**config.mk**
```make
export PLATFORM = sky130hd
export DESIGN_NAME = seven_segment_scanner
export DESIGN_NICKNAME = d
export VERILOG_FILES = /design/src/rtl/seven_segment_scanner.sv
export SDC_FILE = /design/constraint.sdc
export NUM_CORES = 1
export LEC_CHECK = 0
export CAP_MARGIN = 20
export CORE_MARGIN = 3
export CORE_UTILIZATION = 30
export CTS_BUF_LIST = sky130_fd_sc_hd__clkbuf_8
export DETAILED_ROUTE_END_ITERATION = 10
export HOLD_SLACK_MARGIN = 0.03
export SLEW_MARGIN = 5
export SYNTH_ARGS = -nofsm -noshare
export SYNTH_HDL_FRONTEND = slang
export SYNTH_SLANG_ARGS = --single-unit
```
**constraint.sdc**
```tcl
create_clock -name clk -period 2.2 [get_ports clk]
set_input_delay 0.22 -clock clk [delete_from_list [all_inputs] [get_ports clk]]
set_output_delay 0.22 -clock clk [all_outputs]
set_load 0.005 [all_outputs]
```
**src/rtl/seven_segment_scanner.sv**
```systemverilog
// -----------------------------------------------------------------------------
// seven_segment_scanner
//
// Time-multiplexes four 7-segment codes onto one shared segment bus and four
// active-low digit enables. Each digit owns a slot of SCAN_DIV clock cycles;
// the last BLANK_CYCLES cycles of every slot drive all digits off so the
// previous digit's segments cannot ghost onto the next one. The four codes are
// captured into a shadow register once per frame, so a change on dec_in never
// tears a frame that is already being displayed.
//
// Parameters:
//   SCAN_DIV      clock cycles per digit slot (>= 2)
//   BLANK_CYCLES  blanked cycles at the end of each slot (1 .. SCAN_DIV-1)
//
// Ports:
//   clk          system clock, rising-edge active
//   reset_n      asynchronous active-low reset; blanks the display at once
//   en           1 = scan, 0 = pause (state held, display blanked)
//   dec_in       packed codes {digit3, digit2, digit1, digit0}, 7 bits each,
//                segment bits active-high
//   seg_out      segment drive for the selected digit, active-high
//   an_n         digit enables, active-low, an_n[i] selects digit i
//   frame_start  high during the first cycle of digit 0 in each frame
// -----------------------------------------------------------------------------
module seven_segment_scanner #(
    parameter int SCAN_DIV     = 4,
    parameter int BLANK_CYCLES = 1
) (
    input  logic        clk,
    input  logic        reset_n,
    input  logic        en,
    input  logic [27:0] dec_in,
    output logic [6:0]  seg_out,
    output logic [3:0]  an_n,
    output logic        frame_start
);

    localparam int CNT_W = (SCAN_DIV > 1) ? $clog2(SCAN_DIV) : 1;

    // Last slot cycle, and first cycle of the blank window inside a slot.
    localparam logic [CNT_W-1:0] CNT_MAX   = CNT_W'(SCAN_DIV - 1);
    localparam logic [CNT_W-1:0] BLANK_BEG = CNT_W'(SCAN_DIV - BLANK_CYCLES);

    logic [CNT_W-1:0] cnt;
    logic [1:0]       dig;
    logic [27:0]      shd;
    logic [6:0]       field;

    // Reset parks the scanner on the last cycle of digit 3. That cycle lies
    // inside the blank window, so asserting reset_n blanks the outputs without
    // a clock edge, and the first enabled edge afterwards is a frame boundary
    // that loads shd and starts digit 0.
    // NOTE: sequential state is written with non-blocking assignments only, so
    // every register samples the pre-edge values of the others.
    always_ff @(posedge clk or negedge reset_n) begin
        if (!reset_n) begin
            cnt <= CNT_MAX;
            dig <= 2'd3;
            shd <= 28'h0;
        end else if (en) begin
            if (cnt == CNT_MAX) begin
                cnt <= '0;
                dig <= dig + 2'd1;
                if (dig == 2'd3) begin
                    shd <= dec_in;
                end
            end else begin
                cnt <= cnt + CNT_W'(1);
            end
        end
    end

    // Outputs are decoded from the held state and en only; dec_in reaches the
    // display solely through shd.
    // NOTE: every signal driven here gets a default first, so no path through
    // the block leaves it unassigned and no latch is inferred.
    always_comb begin
        field       = 7'h00;
        seg_out     = 7'h00;
        an_n        = 4'b1111;
        frame_start = 1'b0;

        case (dig)
            2'd0:    field = shd[6:0];
            2'd1:    field = shd[13:7];
            2'd2:    field = shd[20:14];
            default: field = shd[27:21];
        endcase

        if (en) begin
            frame_start = (dig == 2'd0) && (cnt == '0);
            if (cnt < BLANK_BEG) begin
                an_n    = ~(4'b0001 << dig);
                seg_out = field;
            end
        end
    end

endmodule

```
==> results of run 1 <==
-- cells in the mapped netlist (all sizes together) (4+ instances only) --
cell	number
mux2	29
dfrtp	28
inv	11
a21oi	7
a221oi	7
a22oi	7
ha	7
nand2	6
buf	4
clkbuf	4
dfstp	4
-- worst paths after layout --
kind / start / to / slack (ns) / cells after the start
worst min-delay path: reset_n / shd[14] / 0.33 / 2
worst max-delay path: dig[1] / frame_start / 0.14 / 4
worst min register to register: shd[21] / shd[21] / 0.51 / 1
min in group clk: shd[21] / shd[21] / 0.51 / 1
worst max register to register: dig[0] / shd[3] / 0.21 / 4
max in group asynchronous: reset_n / cnt[0] / 1.53 / 2
-- timing repair --
item / 4_1_cts / 5_1_grt
endpoints found under the setup margin: 7 / 0
gates resized for setup: 20 / 0
buffers inserted: 5 / 0
-- registers in the layout (all words and copies together) (netlist names) --
signal,flops
shd,28
dig,2
cnt,2
-- kinds of logic (layout without fill, tap and decap cells) --
logic type	count (synthesis)	count (layout)	share of synthesized area, %
AOI/OAI and AO/OA	22	22	9.51
xor gates and xnor gates	1	1	0.541
adders and majority gates	7	7	5.41
buffers and inverters	19	69	5.65
DFF	32	32	49.8
muxes	30	30	25.4
and+or+nand+nor	10	10	3.64
-- layout by cell type, fill, tap and decap left out, types with 4 or more instances in the layout --
cell type        count
a21oi_1              7
a221oi_1             4
a22oi_1              7
buf_4                8
clkbuf_8             6
clkdlybuf4s50_1     35
dfrtp_1             28
dfstp_2              4
dlygate4sd2_1        7
ha_4                 4
inv_1               11
mux2_2               9
mux2_4              20
nand2_1              6
-- layer usage --
layer	part of all wire [%]	global-route usage [%]	wire length [um]
met5	0	0	0
met4	0.54	3.61	20
met3	5.6	4.29	206
met2	51	20.9	1880
met1	43	15.9	1590
-- worst register-to-register path, delay by kind of cell (launching register included) --
kind                     cells  cell delay [ns]
flip-flops                   1             0.60
multiplexers                 1             0.47
AND/OR/NAND/NOR              1             0.42
adder cells (fa/ha/maj)      1             0.22
buffers and inverters        1             0.14
-- where the power goes --
part / switching (W) / internal (W) / total, W
Sequential: 0.000214 / 0.000910 / 0.00112
Clock: 0.000220 / 0.000249 / 0.000469
Combinational: 0.000494 / 0.000768 / 0.00126
-- layout make-up --
type / count / area [um^2] / area share [%]
multi-input combinational: 70 / 797 / 34.7
inverter: 11 / 41.3 / 1.80
timing repair buffer: 50 / 472 / 20.5
sequential: 32 / 806 / 35.1
clock buffer: 6 / 82.6 / 3.60
tap: 70 / 87.6 / 3.81
clock inverter: 2 / 10.0 / 0.436
-- through the flow --
step	worst slack, ns	hold WS [ns]
2_1_floorplan	0.668	-0.0756
3_3_place_gp	0.0457	0.496
3_5_place_dp	-0.0412	0.500
4_1_cts	0.138	0.355
5_1_grt	0.0310	0.371
6_report	0.143	0.334
==> results.ini, run 1 <==
[final_layout]
finalNetCount = 208
postLayoutCoreUtil_pct = 44.4
drive_gt1_share_pct = 33.9
design_area_um2 = 2300
final_cells = 241
fillers = 456
syn2layout_area_growth_pct = 41.9
antenna_cells = 0

[routing]
route.detailed.drc = 0
drt_iter0_drc = 55
drt_pass1_iterations = 4
viasPerCell = 4.64
wl_per_cell_um = 15.4
dr_total_vias = 1119
wl_mm = 3.70
drt.antenna.violating_nets = 0

[cts]
numCtsBuffers = 5
path_clk_slew_ns = 0.07
cts_root_buffer = clkbuf_8
cts_max_level = 2
cts_buffer_depth = 2
insertion_delay_ns = 0.29
clkSinkCount = 32
cts_tree = done
holdBufCountCts = 0

[global_route]
grt_max_degree = 33
track_usage_pct = 12.7
grt_pass1_vias = 1259
antenna_found_initial = 0
grt_pass1_wl_mm = 6.08
overflow = 0

[synth]
synth_edf_count = 0
synth_top_area_cell = dfrtp_1
syn_avg_cell_area_um2 = 13.4
synthTopCellsByArea = dfrtp_1 (43%), mux2_4 (19%), dfstp_2 (6.5%)
ys_ff_latch = 32
synth_cell_types = 21
synth.top_cell.area_share_pct = 43.3
syn-cell-area_um2 = 1620
synth_ff_type = dfrtp_1
synthesis.nets = 159
ys_seq_area_share_pct = 49.8
synth_cells = 121
async_flop_share_pct = 100
synth_warnings = 0

[critical_path]
slowest_delay_ns = 0.61
path_max_fanout = 9
crit_family = flip-flops
start_kind = flop
cp_cell_sequence = inv_1 -> ha_4 -> and3_1 -> clkdlybuf4s50_1
cp_slowest_cell = dfstp_2
critPathRequiredTime_ns = 1.98
timing.critical_path.buf_inv = 2
crit_path_end_kind = output port
crit_type = reg2out
worstPathArrival_ns = 1.84

[min_path]
worstHoldPathType = in2async

[sta]
finalCriticalPeriod_ns = 2.06
finalSetupTns_ns = 0
relSlewSlack_pct = 64.7
slew_viol_final = 0
hold_viol_final = 0
max_freq_ghz = 0.486
worst_pin_slew_ns = 0.530
rsz0062_at_grt = false
min_period_over_period_pct = 93.5
setup_viol = 0
skew_ns = 0.00950

[placement]
gp_congestion = 0.735
hpwl_mm = 2.71
dp_cells = 228
dpl_cell_area_um2 = 2100
io_buffers = 42

[floorplan]
core_area_um2 = 5170
die_h_um = 79.4
die_width_um = 79.4
rows = 26
start_util_pct = 31.3
io_pins = 43
dieArea_um2 = 6310

[power_and_ir_drop]
p_total_w = 0.00286
peakVddDrop_uv = 403
p_per_area_nw_per_um2 = 1240
leakage_nw = 1.08

[run]
drv_cap = 0

[run_status]
outcome = finished, final reports clean

Power figures use the tool's default switching activity.
==> run 2, diff against run 1 <==
--- a/config.mk
+++ b/config.mk
@@ -11,4 +11,5 @@
 export CTS_BUF_LIST = sky130_fd_sc_hd__clkbuf_8
 export DETAILED_ROUTE_END_ITERATION = 10
+export DONT_BUFFER_PORTS = 1
 export HOLD_SLACK_MARGIN = 0.03
 export SLEW_MARGIN = 5
==> constraint.sdc (replaced) <==
create_clock -name clk -period 2.2 [get_ports clk]
set_input_delay 0.22 -clock clk [delete_from_list [all_inputs] [get_ports clk]]
set_output_delay 0.22 -clock clk [all_outputs]
set_load 0.05 [all_outputs]
==> run 2 against run 1 <==
Net effect:
- sequential cell count stayed put
- sequential power hardly changed
- combinational power is 11% higher
- highest routed layer unchanged
==> results.ini, run 2 (synthesis results as in run 1) <==
[critical_path]
worstPathArrival_ns = 1.83  ; was 1.84 ns
slowest_delay_ns = 0.63  ; was 0.61 ns
critPathRequiredTime_ns = 1.98  ; about the same
crit_path_end_kind = output port  ; unchanged
start_kind = flop  ; unchanged
cp_slowest_cell = dfstp_2  ; unchanged
r2r_cells = 3  ; was 4
cp_cell_sequence = inv_1 -> ha_4 -> a22oi_1 -> a221oi_2 -> buf_4  ; was inv_1 -> ha_4 -> and3_1 -> clkdlybuf4s50_1
path_max_fanout = 9  ; unchanged
crit_type = reg2out  ; unchanged

[floorplan]
rows = 26  ; unchanged
die_h_um = 79.4  ; unchanged
start_util_pct = 31.3  ; unchanged
io_pins = 43  ; unchanged
core_area_um2 = 5170  ; unchanged
dieArea_um2 = 6310  ; unchanged
die_width_um = 79.4  ; unchanged

[sta]
slew_viol_final = 0  ; unchanged
max_freq_ghz = 0.487  ; was 0.486 GHz
hold_viol_final = 0  ; unchanged
relSlewSlack_pct = 65.0  ; was 64.7%
finalCriticalPeriod_ns = 2.05  ; was 2.06 ns
skew_ns = 0.00619  ; was 0.00950 ns
setup_viol = 0  ; unchanged
rsz0062_at_grt = false  ; unchanged
worst_hold_slack_ns = 0.0516  ; was 0.334 ns
worst_pin_slew_ns = 0.526  ; was 0.530 ns
min_period_over_period_pct = 93.3  ; was 93.5%

[final_layout]
largest_reg_flops = 28  ; unchanged
finalNetCount = 169  ; was 208
layout_commonest_cell = dfrtp_1  ; was clkdlybuf4s50_1
drive_gt1_share_pct = 43.5  ; was 33.9%
final_cells = 201  ; was 241
antenna_cells = 0  ; unchanged
fillers = 486  ; was 456
syn2layout_area_growth_pct = 17.7  ; was 41.9%
reg_top3 = shd: 28 flops, cnt: 2 flops, dig: 2 flops  ; unchanged
layout_common_cells = dfrtp_1 (28), mux2_4 (20), inv_1 (12)  ; was clkdlybuf4s50_1 (35), dfrtp_1 (28), mux2_4 (20)
top_register = shd  ; unchanged

[global_route]
overflow = 0  ; unchanged
grt_max_degree = 33  ; unchanged
track_usage_pct = 12.5  ; was 12.7%
grt_pass1_wl_mm = 5.76  ; was 6.08 mm
antenna_found_initial = 0  ; unchanged
grt_pass1_vias = 1058  ; was 1259

[power_and_ir_drop]
p_sw_w = 0.00115  ; was 0.000928 W
sw_frac_of_total_pct = 39.3  ; was 32.5%
peakVddDrop_uv = 453  ; was 403 uV
p_int_w = 0.00178  ; was 0.00193 W
pwr-share-clk_pct = 13.9  ; was 16.4%
seq_power_share_pct = 38.1  ; was 39.4%
combPwrFrac_pct = 47.9  ; was 44.2%
p_per_area_nw_per_um2 = 1540  ; was 1240 nW/um^2
leakage_nw = 0.897  ; was 1.08 nW

[routing]
drt_pass1_iterations = 4  ; unchanged
viasPerCell = 4.81  ; was 4.64
wl_mm = 3.53  ; was 3.70 mm
route.detailed.drc = 0  ; unchanged
drt_iter0_drc = 28  ; was 55
drt.antenna.violating_nets = 0  ; unchanged
dr_total_vias = 967  ; was 1119
wl_per_cell_um = 17.6  ; was 15.4 um

[cts]
clkSinkCount = 32  ; unchanged
path_clk_slew_ns = 0.07  ; about the same
cts_max_level = 2  ; unchanged
numCtsBuffers = 5  ; unchanged
insertion_delay_ns = 0.28  ; was 0.29 ns
cts_buffer_depth = 2  ; unchanged
cts_tree = done  ; unchanged
post-cts-setup-buffers = 0  ; was 5
cts_root_buffer = clkbuf_8  ; unchanged

[min_path]
worstHoldPathType = in2reg  ; was in2async
hold_depth = 2

[placement]
gp_congestion = 0.688  ; was 0.735
hpwl_mm = 2.51  ; was 2.71 mm
dp_cells = 191  ; was 228
io_buffers = 0  ; was 42

[run]
drv_cap = 0  ; unchanged

[run_status]
outcome = finished, final reports clean  ; unchanged

run 2: routing by layer:
metal  part of all wire, %  track usage, %  vias up
met5                     0               0        -
met4                   2.5            6.70        0
met3                   7.7            5.87        5
met2                    50            19.5       32
met1                    40            14.1      486
li1                      -               -      444
run 2: critical path, delay by kind of cell, from the launching register on:
kind,cells,cell delay [ns]
compound gates,2,0.35
fa+ha+maj,1,0.23
flops,1,0.63
buf+inv,2,0.34
run 2: cell type report:
class / count / area, um^2 / share of cell area, %
Clock buffer: 5 / 68.8 / 3.61
Sequential cell: 32 / 806 / 42.3
Inverter: 11 / 41.3 / 2.17
Tap cell: 70 / 87.6 / 4.60
Clock inverter: 2 / 8.76 / 0.460
Multi-Input combinational cell: 70 / 792 / 41.6
Timing Repair Buffer: 11 / 100 / 5.26
run 2: worst paths after layout:
| path | endpoint | slack, ns | startpoint |
|---|---|---|---|
| setup reg to reg | shd[11] | 0.30 | dig[0] |
| min in group asynchronous | shd[6] | 0.38 | reset_n |
| max in group asynchronous | dig[1] | 1.57 | reset_n |
| hold reg to reg | shd[24] | 0.51 | shd[24] |
| setup / recovery | seg_out[0] | 0.15 | dig[0] |
| hold / removal | cnt[1] | 0.05 | en |
run 2: power by group through the flow:
stage                     sequential (W)  combinational (W)  clock [W]
after CTS                        0.00110            0.00135   0.000431
final                            0.00112            0.00140   0.000408
after detailed placement         0.00111            0.00132          0
after global placement           0.00108            0.00129          0
after floorplan                  0.00104            0.00108          0
after global routing             0.00116            0.00154   0.000453
run 2: what timing repair did:
| item | CTS | global route |
|---|---|---|
| resized for setup | 2 | 7 |
| setup endpoints to repair | 3 | 5 |
| gates cloned | 0 | 0 |
| endpoints found under the hold margin | 34 | 0 |
| hold buffers | 3 | 0 |
run 2: through the flow:
step | setup TNS [ns] | instance area (um^2) | utilization [%] | total power [W] | setup WS [ns]
floorplan | -1.22 | 1640 | - | 0.00212 | -0.311
global placement | 0 | 1730 | 33.5 | 0.00237 | 0.329
detailed placement | 0 | 1730 | 33.5 | 0.00242 | 0.231
CTS | 0 | 1860 | 35.9 | 0.00288 | 0.00290
global route | 0 | 1900 | 36.8 | 0.00315 | 0.0240
finish | 0 | 1900 | 36.8 | 0.00293 | 0.148
==> run 3, diff against run 2 <==
==> constraint.sdc (replaced) <==
create_clock -name clk -period 2.2 [get_ports clk]
set_input_delay 0.44 -clock clk [delete_from_list [all_inputs] [get_ports clk]]
set_output_delay 0.44 -clock clk [all_outputs]
set_load 0.05 [all_outputs]
==> run 3 against run 2 <==
Net effect:
- global-route usage decreased by 0.48 points
- clock-buffer cell count grew 1
- sequential cell count unchanged
- first-iteration DRC count is 21% higher
- utilization grew 2.8 points
- sequential share of layout area down 3.0 points
- design area rose by 7.6%
- clock skew fell by 0.0029 ns
- combinational power rose by 18%
- register-to-register slack lost 0.09 ns
- critical endpoint is now seg_out[2]
- largest cell class is now multi-input gates
==> results.ini, run 3 (synthesis results as in run 1) <==
[min_path]
worstHoldPathType = in2reg  ; unchanged
hold_depth = 1  ; was 2

[power_and_ir_drop]
pwr-share-clk_pct = 14.0  ; was 13.9%
p_sw_w = 0.00126  ; was 0.00115 W
peakVddDrop_uv = 526  ; was 453 uV
combPwrFrac_pct = 51.1  ; was 47.9%
leakage_nw = 0.956  ; was 0.897 nW
p_per_area_nw_per_um2 = 1570  ; was 1540 nW/um^2
seq_power_share_pct = 34.9  ; was 38.1%
sw_frac_of_total_pct = 39.0  ; was 39.3%
p_int_w = 0.00197  ; was 0.00178 W

[routing]
drt_iter0_drc = 34  ; was 28
drt.antenna.violating_nets = 0  ; unchanged
wl_per_cell_um = 17.0  ; was 17.6 um
viasPerCell = 4.82  ; was 4.81
dr_wl_met2_mm = 1.70  ; was 1.75 mm
top_layer = met4  ; unchanged
wl_met1_mm = 1.51  ; was 1.42 mm
drt_pass1_iterations = 4  ; unchanged
wl_mm = 3.56  ; was 3.53 mm
dr_wl_met3_um = 306  ; was 271 um
route.detailed.drc = 0  ; unchanged
dr_total_vias = 1008  ; was 967

[critical_path]
crit_type = reg2out  ; unchanged
r2r_cells = 4  ; was 3
crit_path_end_kind = output port  ; unchanged
start_kind = flop  ; unchanged
critPathRequiredTime_ns = 1.76  ; was 1.98 ns
cpMostUsedCell = buf_6
worstPathArrival_ns = 1.73  ; was 1.83 ns
cp_cell_sequence = ha_4 -> buf_6 -> a21oi_1 -> a221oi_2 -> buf_6  ; was inv_1 -> ha_4 -> a22oi_1 -> a221oi_2 -> buf_4
path_max_fanout = 6  ; was 9
crit_family = flip-flops  ; unchanged
cp_slowest_cell = dfstp_2  ; unchanged
slowest_delay_ns = 0.61  ; was 0.63 ns
timing.critical_path.buf_inv = 2  ; unchanged
path_depth = 5  ; unchanged

[global_route]
grt_max_degree = 33  ; unchanged
antenna_found_initial = 0  ; unchanged
overflow = 0  ; unchanged
grt_pass1_wl_mm = 5.69  ; was 5.76 mm
grt_pass1_vias = 1108  ; was 1058
track_usage_pct = 12.0  ; was 12.5%

[final_layout]
layout_common_cells = dfrtp_1 (28), mux2_4 (20), inv_1 (12)  ; unchanged
layout_commonest_cell = dfrtp_1  ; unchanged
reg_top3 = shd: 28 flops, cnt: 2 flops, dig: 2 flops  ; unchanged
syn2layout_area_growth_pct = 26.6  ; was 17.7%
drive_gt1_share_pct = 54.0  ; was 43.5%
final_cells = 209  ; was 201
largest_reg_flops = 28  ; unchanged
antenna_cells = 0  ; unchanged
finalNetCount = 176  ; was 169
postLayoutCoreUtil_pct = 39.6  ; was 36.8%
top_register = shd  ; unchanged

[floorplan]
io_pins = 43  ; unchanged
start_util_pct = 31.3  ; unchanged
die_width_um = 79.4  ; unchanged
dieArea_um2 = 6310  ; unchanged
die_h_um = 79.4  ; unchanged
core_area_um2 = 5170  ; unchanged
rows = 26  ; unchanged

[cts]
insertion_delay_ns = 0.28  ; about the same
cts_tree = done  ; unchanged
clkSinkCount = 32  ; unchanged
path_clk_slew_ns = 0.06  ; was 0.07 ns
cts_buffer_depth = 2  ; unchanged
cts_root_buffer = clkbuf_8  ; unchanged
cts_max_level = 2  ; unchanged
numCtsBuffers = 5  ; unchanged

[run]
drv_cap = 0  ; unchanged

[placement]
io_buffers = 0  ; unchanged
hpwl_mm = 2.52  ; was 2.51 mm
post-place-ws_ns = 0.124  ; was 0.231 ns
gp_congestion = 0.707  ; was 0.688
dp_cells = 193  ; was 191

[sta]
finalCriticalPeriod_ns = 2.17  ; was 2.05 ns
skew_ns = 0.00328  ; was 0.00619 ns
worst_hold_slack_ns = 0.213  ; was 0.0516 ns
min_period_over_period_pct = 98.4  ; was 93.3%
slew_viol_final = 0  ; unchanged
relSlewSlack_pct = 65.2  ; was 65.0%
max_freq_ghz = 0.462  ; was 0.487 GHz
hold_viol_final = 0  ; unchanged
setup_slack_ns = 0.0345  ; was 0.148 ns
rsz0062_at_grt = true  ; was false
setup_viol = 0  ; unchanged
worst_pin_slew_ns = 0.522  ; was 0.526 ns

[run_status]
outcome = finished, final reports clean  ; unchanged

run 3: cell count changes in the layout (fill, tap and decap cells not counted), moves of 4 or more:
| cell | previous run | this run |
|---|---|---|
| a221oi_1 | 4 | 0 |
| a221oi_2 | 3 | 7 |
| a22oi_1 | 7 | 3 |
| a22oi_2 | 0 | 4 |
| buf_6 | 0 | 9 |
run 3: power by group through the flow:
stage               combinational, W  clock [W]  sequential [W]
finish                       0.00165   0.000451         0.00112
global route                 0.00178   0.000493         0.00116
CTS                          0.00148   0.000466         0.00110
detailed placement           0.00137          0         0.00110
global placement             0.00134          0         0.00109
floorplan                    0.00112          0         0.00104
run 3: area by class of cell:
type / instances / area (um^2)
Fill cell: 469 / 3120
Multi-Input combinational cell: 70 / 840
Timing Repair Buffer: 18 / 184
Clock buffer: 6 / 82.6
Sequential cell: 32 / 806
Tap cell: 70 / 87.6
Inverter: 11 / 41.3
Clock inverter: 2 / 7.51
run 3: per-stage QoR:
step / area (um^2) / power, W / setup TNS, ns
2_1_floorplan: 1660 / 0.00216 / -0.557
3_3_place_gp: 1770 / 0.00244 / 0
3_5_place_dp: 1770 / 0.00248 / 0
4_1_cts: 1940 / 0.00304 / -0.00842
5_1_grt: 2050 / 0.00344 / -0.285
6_report: 2050 / 0.00322 / 0
run 3: timing repair:
action | CTS | global route
gates resized for setup | 10 | 14
hold buffers | 2 | 0
pin swaps | 1 | 8
endpoints found under the setup margin | 7 | 7
hold endpoints to repair | 32 | 0
buffers inserted | 1 | 5
run 3: worst paths after layout:
check,startpoint,endpoint,slack [ns]
worst max-delay path,dig[0],seg_out[2],0.03
worst min-delay path,en,cnt[0],0.21
worst max register to register,dig[0],shd[6],0.21
worst min register to register,shd[18],shd[18],0.51
max in group asynchronous,reset_n,dig[1],1.35
min in group asynchronous,reset_n,shd[4],0.60
run 3: layer usage:
layer | up-vias | global-route usage (%)
li1 | 457 | -
met1 | 511 | 14.3
met2 | 34 | 18.7
met3 | 6 | 6.09
met4 | 0 | 4.12
met5 | - | 0
run 3: worst reg2reg max path, delay by kind of cell, from the launching register on:
family / cells / cell delay, ns
adders and majority gates: 1 / 0.23
buffers and inverters: 1 / 0.15
and+or+nand+nor: 1 / 0.41
DFF: 1 / 0.61
muxes: 1 / 0.48
